### src/rtl/seg7_scan_mux.sv
// seg7_scan_mux: frame-snapshot scanner driving eight active-low 7-seg digits.
// Define SEG7_SCAN_DIM_EN to add a per-frame 'dim' input (half drive window).
module seg7_scan_mux #(
    parameter int DIV   = 50000,
    parameter int BLANK = 1000
) (
    input  logic       clock,
    input  logic       rst,
    input  logic       enable,
    input  logic [6:0] D1Red7Seg0,
    input  logic [6:0] D1Red7Seg1,
    input  logic [6:0] D1Green7Seg0,
    input  logic [6:0] D1Green7Seg1,
    input  logic [6:0] D2Red7Seg0,
    input  logic [6:0] D2Red7Seg1,
    input  logic [6:0] D2Green7Seg0,
    input  logic [6:0] D2Green7Seg1,
`ifdef SEG7_SCAN_DIM_EN
    input  logic       dim,
`endif
    output logic [6:0] seg_n,
    output logic [7:0] dig_n,
    output logic [2:0] digit_idx,
    output logic       frame_start
);

    localparam int CW      = $clog2(DIV);
    localparam int DIM_END = BLANK + (DIV - BLANK) / 2;
    localparam logic [CW-1:0] CNT_MAX = CW'(DIV - 1);

    typedef enum logic [1:0] {
        S_IDLE,
        S_BLANK,
        S_DRIVE
    } state_t;

    state_t        state_q, state_d;
    logic [CW-1:0] cnt_q, cnt_d;
    logic [2:0]    idx_q, idx_d;
    logic [6:0]    shadow_q [8];
    logic [6:0]    shadow_d [8];
    logic [6:0]    pats     [8];
    logic          dim_q, dim_d;
    logic          dim_in;
    logic [6:0]    seg_n_q, seg_n_d;
    logic [7:0]    dig_n_q, dig_n_d;
    logic          frame_start_q, frame_start_d;
    logic          load;
    logic          lit;

`ifdef SEG7_SCAN_DIM_EN
    assign dim_in = dim;
`else
    assign dim_in = 1'b0;
`endif

    // Drive window within a slot; dimming halves the post-blank part.
    function automatic logic in_window(input logic [CW-1:0] c,
                                       input logic dimmed);
        int ci;
        ci = int'(c);
        in_window = (ci >= BLANK) && (!dimmed || ci < DIM_END);
    endfunction

    always_comb begin
        pats = '{D1Red7Seg0, D1Red7Seg1, D1Green7Seg0, D1Green7Seg1,
                 D2Red7Seg0, D2Red7Seg1, D2Green7Seg0, D2Green7Seg1};
        cnt_d         = cnt_q;
        idx_d         = idx_q;
        shadow_d      = shadow_q;
        dim_d         = dim_q;
        frame_start_d = 1'b0;
        load          = 1'b0;
        if (!enable) begin
            cnt_d = '0;
            idx_d = '0;
        end else if (state_q == S_IDLE) begin
            cnt_d = '0;
            idx_d = '0;
            load  = 1'b1;
        end else if (cnt_q == CNT_MAX) begin
            cnt_d = '0;
            idx_d = idx_q + 3'd1;
            load  = (idx_q == 3'd7);
        end else begin
            cnt_d = cnt_q + 1'b1;
        end
        if (load) begin
            shadow_d      = pats;
            dim_d         = dim_in;
            frame_start_d = 1'b1;
        end
        // Outputs are registered from next-state values, so they line up with state/cnt/idx.
        lit = enable && in_window(cnt_d, dim_d);
        if (!enable) begin
            state_d = S_IDLE;
        end else if (lit) begin
            state_d = S_DRIVE;
        end else begin
            state_d = S_BLANK;
        end
        seg_n_d = lit ? shadow_d[idx_d] : 7'h7F;
        dig_n_d = lit ? ~(8'b1 << idx_d) : 8'hFF;
    end

    always_ff @(posedge clock or negedge rst) begin
        if (!rst) begin
            state_q       <= S_IDLE;
            cnt_q         <= '0;
            idx_q         <= '0;
            dim_q         <= 1'b0;
            for (int i = 0; i < 8; i++) begin
                shadow_q[i] <= 7'h7F;
            end
            seg_n_q       <= 7'h7F;
            dig_n_q       <= 8'hFF;
            frame_start_q <= 1'b0;
        end else begin
            state_q       <= state_d;
            cnt_q         <= cnt_d;
            idx_q         <= idx_d;
            dim_q         <= dim_d;
            shadow_q      <= shadow_d;
            seg_n_q       <= seg_n_d;
            dig_n_q       <= dig_n_d;
            frame_start_q <= frame_start_d;
        end
    end

    assign seg_n       = seg_n_q;
    assign dig_n       = dig_n_q;
    assign digit_idx   = idx_q;
    assign frame_start = frame_start_q;

endmodule
### config.mk
export PLATFORM = sky130hd
export DESIGN_NAME = seg7_scan_mux
export DESIGN_NICKNAME = d
export VERILOG_FILES = /design/src/rtl/seg7_scan_mux.sv
export SDC_FILE = /design/constraint.sdc
export NUM_CORES = 1
export LEC_CHECK = 0
export BUFFER_PORTS_ARGS = -buffer_cell sky130_fd_sc_hd__buf_2
export CELL_PAD_IN_SITES_DETAIL_PLACEMENT = 0
export CELL_PAD_IN_SITES_GLOBAL_PLACEMENT = 1
export CORE_MARGIN = 2
export CORE_UTILIZATION = 45
export CTS_CLUSTER_SIZE = 25
export DETAILED_ROUTE_END_ITERATION = 8
export PLACE_DENSITY = 0.83
export SYNTH_ARGS = -nofsm -noshare
export SYNTH_HDL_FRONTEND = slang
export SYNTH_SLANG_ARGS = --single-unit
### constraint.sdc
create_clock -name clock -period 3.58 [get_ports clock]
set_input_delay 0.179 -clock clock [delete_from_list [all_inputs] [get_ports clock]]
set_output_delay 0.179 -clock clock [all_outputs]
set_load 0.05 [all_outputs]
Yosys cells after proc, flatten, opt, wreduce, memory -nomap -nowiden
Index checks and enable logic that the tools add are counted.
{"block": "totals", "register_bits": 94, "input_bits": 59, "wordCells": 49}
{"block": "op_classes", "magnitude_cmp": 3, "muxes": 19, "shifts": 1, "reduce_logical": 5, "n_eq_ne": 2, "n_addsub": 2, "bitwise_logic": 2}
{"op": "56-bit 2-to-1 mux", "n": 1}
{"op": "16-bit 2-to-1 mux", "n": 3}
{"op": "7-bit binary-select mux with 3-bit select", "n": 1}
{"op": "7-bit 2-to-1 mux", "n": 3}
{"op": "16-bit by 1-bit adder with 16-bit output (second input constant)", "n": 1}
{"op": "16-bit == test (second input constant)", "n": 1}
{"op": "16-bit by 10-bit greater-or-equal comparator with 1-bit output (second input constant)", "n": 1}
{"op": "16-bit by 15-bit < comparator with 1-bit output (second input constant)", "n": 1}
{"op": "3-bit 2-to-1 mux", "n": 3}
{"op": "8-bit 2-to-1 mux", "n": 1}
{"op": "8-bit NOT", "n": 1}
{"op": "1-bit by 3-bit left shift with 8-bit output (first input constant)", "n": 1}
{"op": "1-bit 2-to-1 mux", "n": 5}
{"op": "4-bit greater-or-equal comparator (second input constant)", "n": 1}
{"op": "2-bit 2-to-1 mux", "n": 2}
{"op": "3-bit NOT with 4-bit output", "n": 1}
{"op": "3-bit by 1-bit adder with 3-bit output (second input constant)", "n": 1}
{"op": "3-bit == test (second input constant)", "n": 1}
{"op": "1-bit logical AND", "n": 2}
{"op": "2-bit logical NOT", "n": 1}
{"op": "1-bit logical NOT", "n": 1}
{"op": "1-bit logical OR", "n": 1}

Longest topological paths before layout
{"block": "depth", "ltp_word": 11, "mapped_depth": 11}

Least setup slack after synthesis
OpenSTA, ideal clock, no wires.
{"block": "synth_timing", "kind": "register to register", "start": "register idx_q[0], in the netlist digit_idx[0]", "end": "register seg_n_q[3], in the netlist seg_n[3]", "required_time_ps": 3478, "path_slack_ps": 797, "path_buffers": 2, "t_arrival_ps": 2681, "stages_incl_launch_ff": 12, "path_cell_list": "dfrtp_1 > ha_1 > ha_1 > nand4_1 > nor4_1 > o21ai_1 > buf_2 > buf_1 > mux2_1 > mux2_2 > nand2_1 > o2111ai_1"}
{"item": "start: declaration", "line": "39", "rtl": "logic [2:0] idx_q, idx_d;"}
{"item": "start signal: assignment", "line": "121", "rtl": "idx_q <= idx_d;"}
{"item": "end signal: assignment", "line": "124", "rtl": "seg_n_q <= seg_n_d;"}
{"item": "end: declaration", "line": "45", "rtl": "logic [6:0] seg_n_q, seg_n_d;"}

Final worst setup path
{"block": "layout_timing", "start": "register cnt_q[14]", "end": "register seg_n_q[1], in the netlist seg_n[1]"}
{"block": "layout_via", "elab_chain_cells": 10, "elab_cells_between_ends": 24, "classes_between": "1 x add/sub; 2 x order compare; 1 x eq/ne; 15 x mux; 1 x bitwise; 4 x reduce/logical"}
{"item": "start: declaration", "line": "38", "rtl": "logic [CW-1:0] cnt_q, cnt_d;"}
{"item": "start signal: assignment", "line": "120", "rtl": "cnt_q <= cnt_d;"}
{"item": "parallel branches: the longest is 9 deep, another holds 16-bit by 1-bit adder with 16-bit output"}
{"item": "7-bit 2-to-1 mux *", "line": "102", "rtl": "seg_n_d = lit ? shadow_d[idx_d] : 7'h7F;"}
{"item": "named net seg_n_d[1]", "line": "45"}
Mark *: on every way through the listed nets, which the timed path passes. The select of a mux whose other input is x is not followed.

==> flow_summary_export.csv <==
group,metric,value,unit
layout,final-seq-area,2440,µm²
sta,tightest_slew,0.738,ns
synthesis,synth_fp_nets,403,
sta,drv_slew,0,
sta,max-slew-margin-rel,0.508,
global_routing,grt_pass1_vias,3011,
clock_network,clockBufferDepth,2,
layout,layout.nets,486,
synthesis,yosys.area.top_type,"dfstp_2",
sta,rsz0062_at_grt,"no",
sta,finClkSkew,0.0109,ns
layout,drive_gt1_frac,0.566,
drt,drc,0,
drt,via_count,2934,
floorplanning,die-width,103,µm
layout,n_fill_cell,861,
setup_path,reg2reg_from,"cnt_q[14]",
synthesis,synth_compound_area_frac,0.0631,
floorplanning,initial_core_util,0.457,
pwr,power-per-cell-area,413,nW/µm²
global_routing,gr-max-usage-layer,"met2",
synthesis,ys.warnings.count,0,
drt,first_pass_iters,4,
synthesis,synthTopCellsByArea,"dfstp_2, mux2_2, dfrtp_1",
synthesis,synth-adder-area-share,0.00853,
global_routing,grt_overflow_total,0,
synthesis,syn_inst,341,
synthesis,synth.top_cell.area_share,0.424,
synthesis,yosysSeqAreaShare,0.555,
drt,ant_nets,0,
sta,fin_crit_sh,0.857,
synthesis,synth_edf_count,0,
drt,routedWlPerCell,16.4,µm
global_routing,use_met1,0.251,
setup_path,worstPathRequired,3.83,ns
synthesis,yosysUniqueCellTypes,51,
floorplanning,die-area,10600,µm²
floorplanning,fp.dieH,103,µm
sta,fin_tns_setup,0,ns
sta,fmax,326,MHz
worst_hold_path,worstHoldPathType,"input pin to flip-flop",
clock_network,insertion_delay,0.36,ns
clock_network,clk_pin_slew,0.09,ns
place,numPortBuffers,77,
layout,synthToLayoutAreaGrowth,17.1,%
floorplanning,io_pins,78,
sta,setup_viol,0,
place,routabilityCongestion,0.795,
clock_network,clock_sinks,94,
drt,drt_wl_total,9190,µm
global_routing,grt_antenna_before_repair,0,
layout,multi_input_area,1890,µm²
sta,hold_slack,0.0544,ns
clock_network,numCtsBuffers,9,
run_status,status,"completed",
setup_path,worstSetupEndpointType,"flip-flop",
place,dp.final_hpwl,6590,µm
drt,via_per_inst,5.22,
drt,drt_iter0_drc,95,
sta,fin_crit,3.07,ns
synthesis,synthXorXnorAreaFrac,0.0299,
synthesis,synth_top_family_by_area,"multiplexers",
synthesis,synthArstFlopShare,1.00,
layout,final_common_cell,"buf_2",
pwr,power_leakage,2.07,nW
setup_path,startpoint,"cnt_q[14]",
synthesis,muxShareOfSynthArea,0.195,
clock_network,tritoncts,"done",
setup_path,crit_family,"simple AND/OR/NAND/NOR gates",
worst_hold_path,worst_hold_startpoint,"D2Red7Seg1[6]",
layout,final_cell_mix,"buf_2, dfstp_2, mux2_2",
setup_path,crit_path_cell_trace,"or4b_1 -> nor4_4 -> nand2_1 -> a21o_1 -> inv_2 -> buf_4 -> mux2_2 -> a32oi_1 -> o2111ai_1",
layout,antennaDiodeCount,0,
setup_path,worstSetupPathType,"flip-flop to flip-flop",
synthesis,postSynthAreaPerCell,12.9,µm²
job,maxCapViolations,0,
clock_network,h-tree-depth,3,
synthesis,synthFlopType,"dfstp_2",
synthesis,synth_simple_gate_area_share,0.129,
setup_path,cp.buffers_inverters,2,
layout,fin_util,0.535,
pwr,ir_worst_vdd,252,µV
synthesis,synth_seq_cells,94,
global_routing,use_met2,0.306,
setup_path,cp_max_fo,12,
setup_path,max_stage_delay,0.54,ns
setup_path,worst_ep_arrival_time,3.31,ns
synthesis,syn_area,4400,µm²
floorplanning,core_area,9640,µm²
setup_path,critPathLaunchType,"flip-flop",
setup_path,slowest_stage,"or4b_1",
sta,final_hold_viol_count,0,
clock_network,cts_root_buffer,"clkbuf_8",
global_routing,grt.total_usage,0.188,
floorplanning,placementRows,36,
global_routing,grt_pass1_wl,15100,µm
global_routing,met3_usage,0.0346,
global_routing,grt_max_degree,61,
## timing repair
action                                 in CTS  in global routing
hold buffers                                1                  0
buffers inserted                            0                  0
setup endpoints to repair                   0                  0
resized for setup                           0                  0
endpoints found under the hold margin      23                  0
## power by group
part	internal [W]	leakage, nW	total, W	switching [W]
Clock	0.000269	0.0905	0.000624	0.000354
Sequential	0.00122	1.06	0.00125	0.0000244
Combinational	0.000139	0.912	0.000260	0.000121
## synthesized netlist by cell type, types with 2 or more instances
cell type	instances
or2_2	3
mux2_1	8
mux2i_1	7
o2111ai_1	7
nor2b_1	2
o31ai_1	2
xor2_1	8
nand4bb_1	2
nand2_1	18
nor2_1	21
dfstp_2	71
inv_1	3
nand4_1	5
clkbuf_1	8
or3_1	2
buf_2	5
xnor2_1	7
a21o_1	2
or4_1	2
ha_1	3
nor4_1	3
dfrtp_1	23
nand2b_1	17
mux2_2	62
a32oi_1	7
nor3_1	5
and2_1	3
nand3_1	11
o21ai_1	2
## layout make-up
type,count,area share
Sequential cell,94,0.474
Multi-Input combinational cell,228,0.366
Timing Repair Buffer,87,0.0928
Tap cell,133,0.0323
Clock buffer,12,0.0282
Clock inverter,4,0.00413
Inverter,4,0.00291
## final timing paths
path / to / slack [ns] / cells past startpoint
setup / recovery: seg_n[1] / 0.51 / 9
hold reg to reg: dim_q / 0.50 / 1
setup reg to reg: seg_n[1] / 0.51 / 9
max in group asynchronous: shadow_q[51] / 2.19 / 3
hold / removal: shadow_q[20] / 0.05 / 2
min in group asynchronous: digit_idx[0] / 0.43 / 2
## cells by family after synthesis
logic type / Yosys count
DFF: 94
adders and majority gates: 3
buffers and inverters: 19
muxes: 77
AOI/OAI and AO/OA: 31
xor gates and xnor gates: 15
and+or+nand+nor: 102
## per-stage QoR
stage	worst slack [ns]	std cells	instance area (µm²)	power, W
2_1_floorplan	0.797	341	4400	0.00142
3_3_place_gp	0.473	545	4980	0.00152
3_5_place_dp	0.494	545	4980	0.00153
4_1_cts	0.484	562	5150	0.00215
5_1_grt	0.198	562	5150	0.00223
6_report	0.513	562	5150	0.00213
## layer usage
metal / part of all wire / vias up
li1: - / 1400
met1: 0.44 / 1445
met2: 0.49 / 77
met3: 0.054 / 12
met4: 0.015 / 0
met5: 0 / -
## sequential cells by signal, indices dropped and copies added (netlist names)
name	flops
shadow_q	56
cnt_q	16
dig_n	8
seg_n	7
digit_idx	3
state_q	2
dim_q	1
frame_start	1
Power figures use the tool's default switching activity.
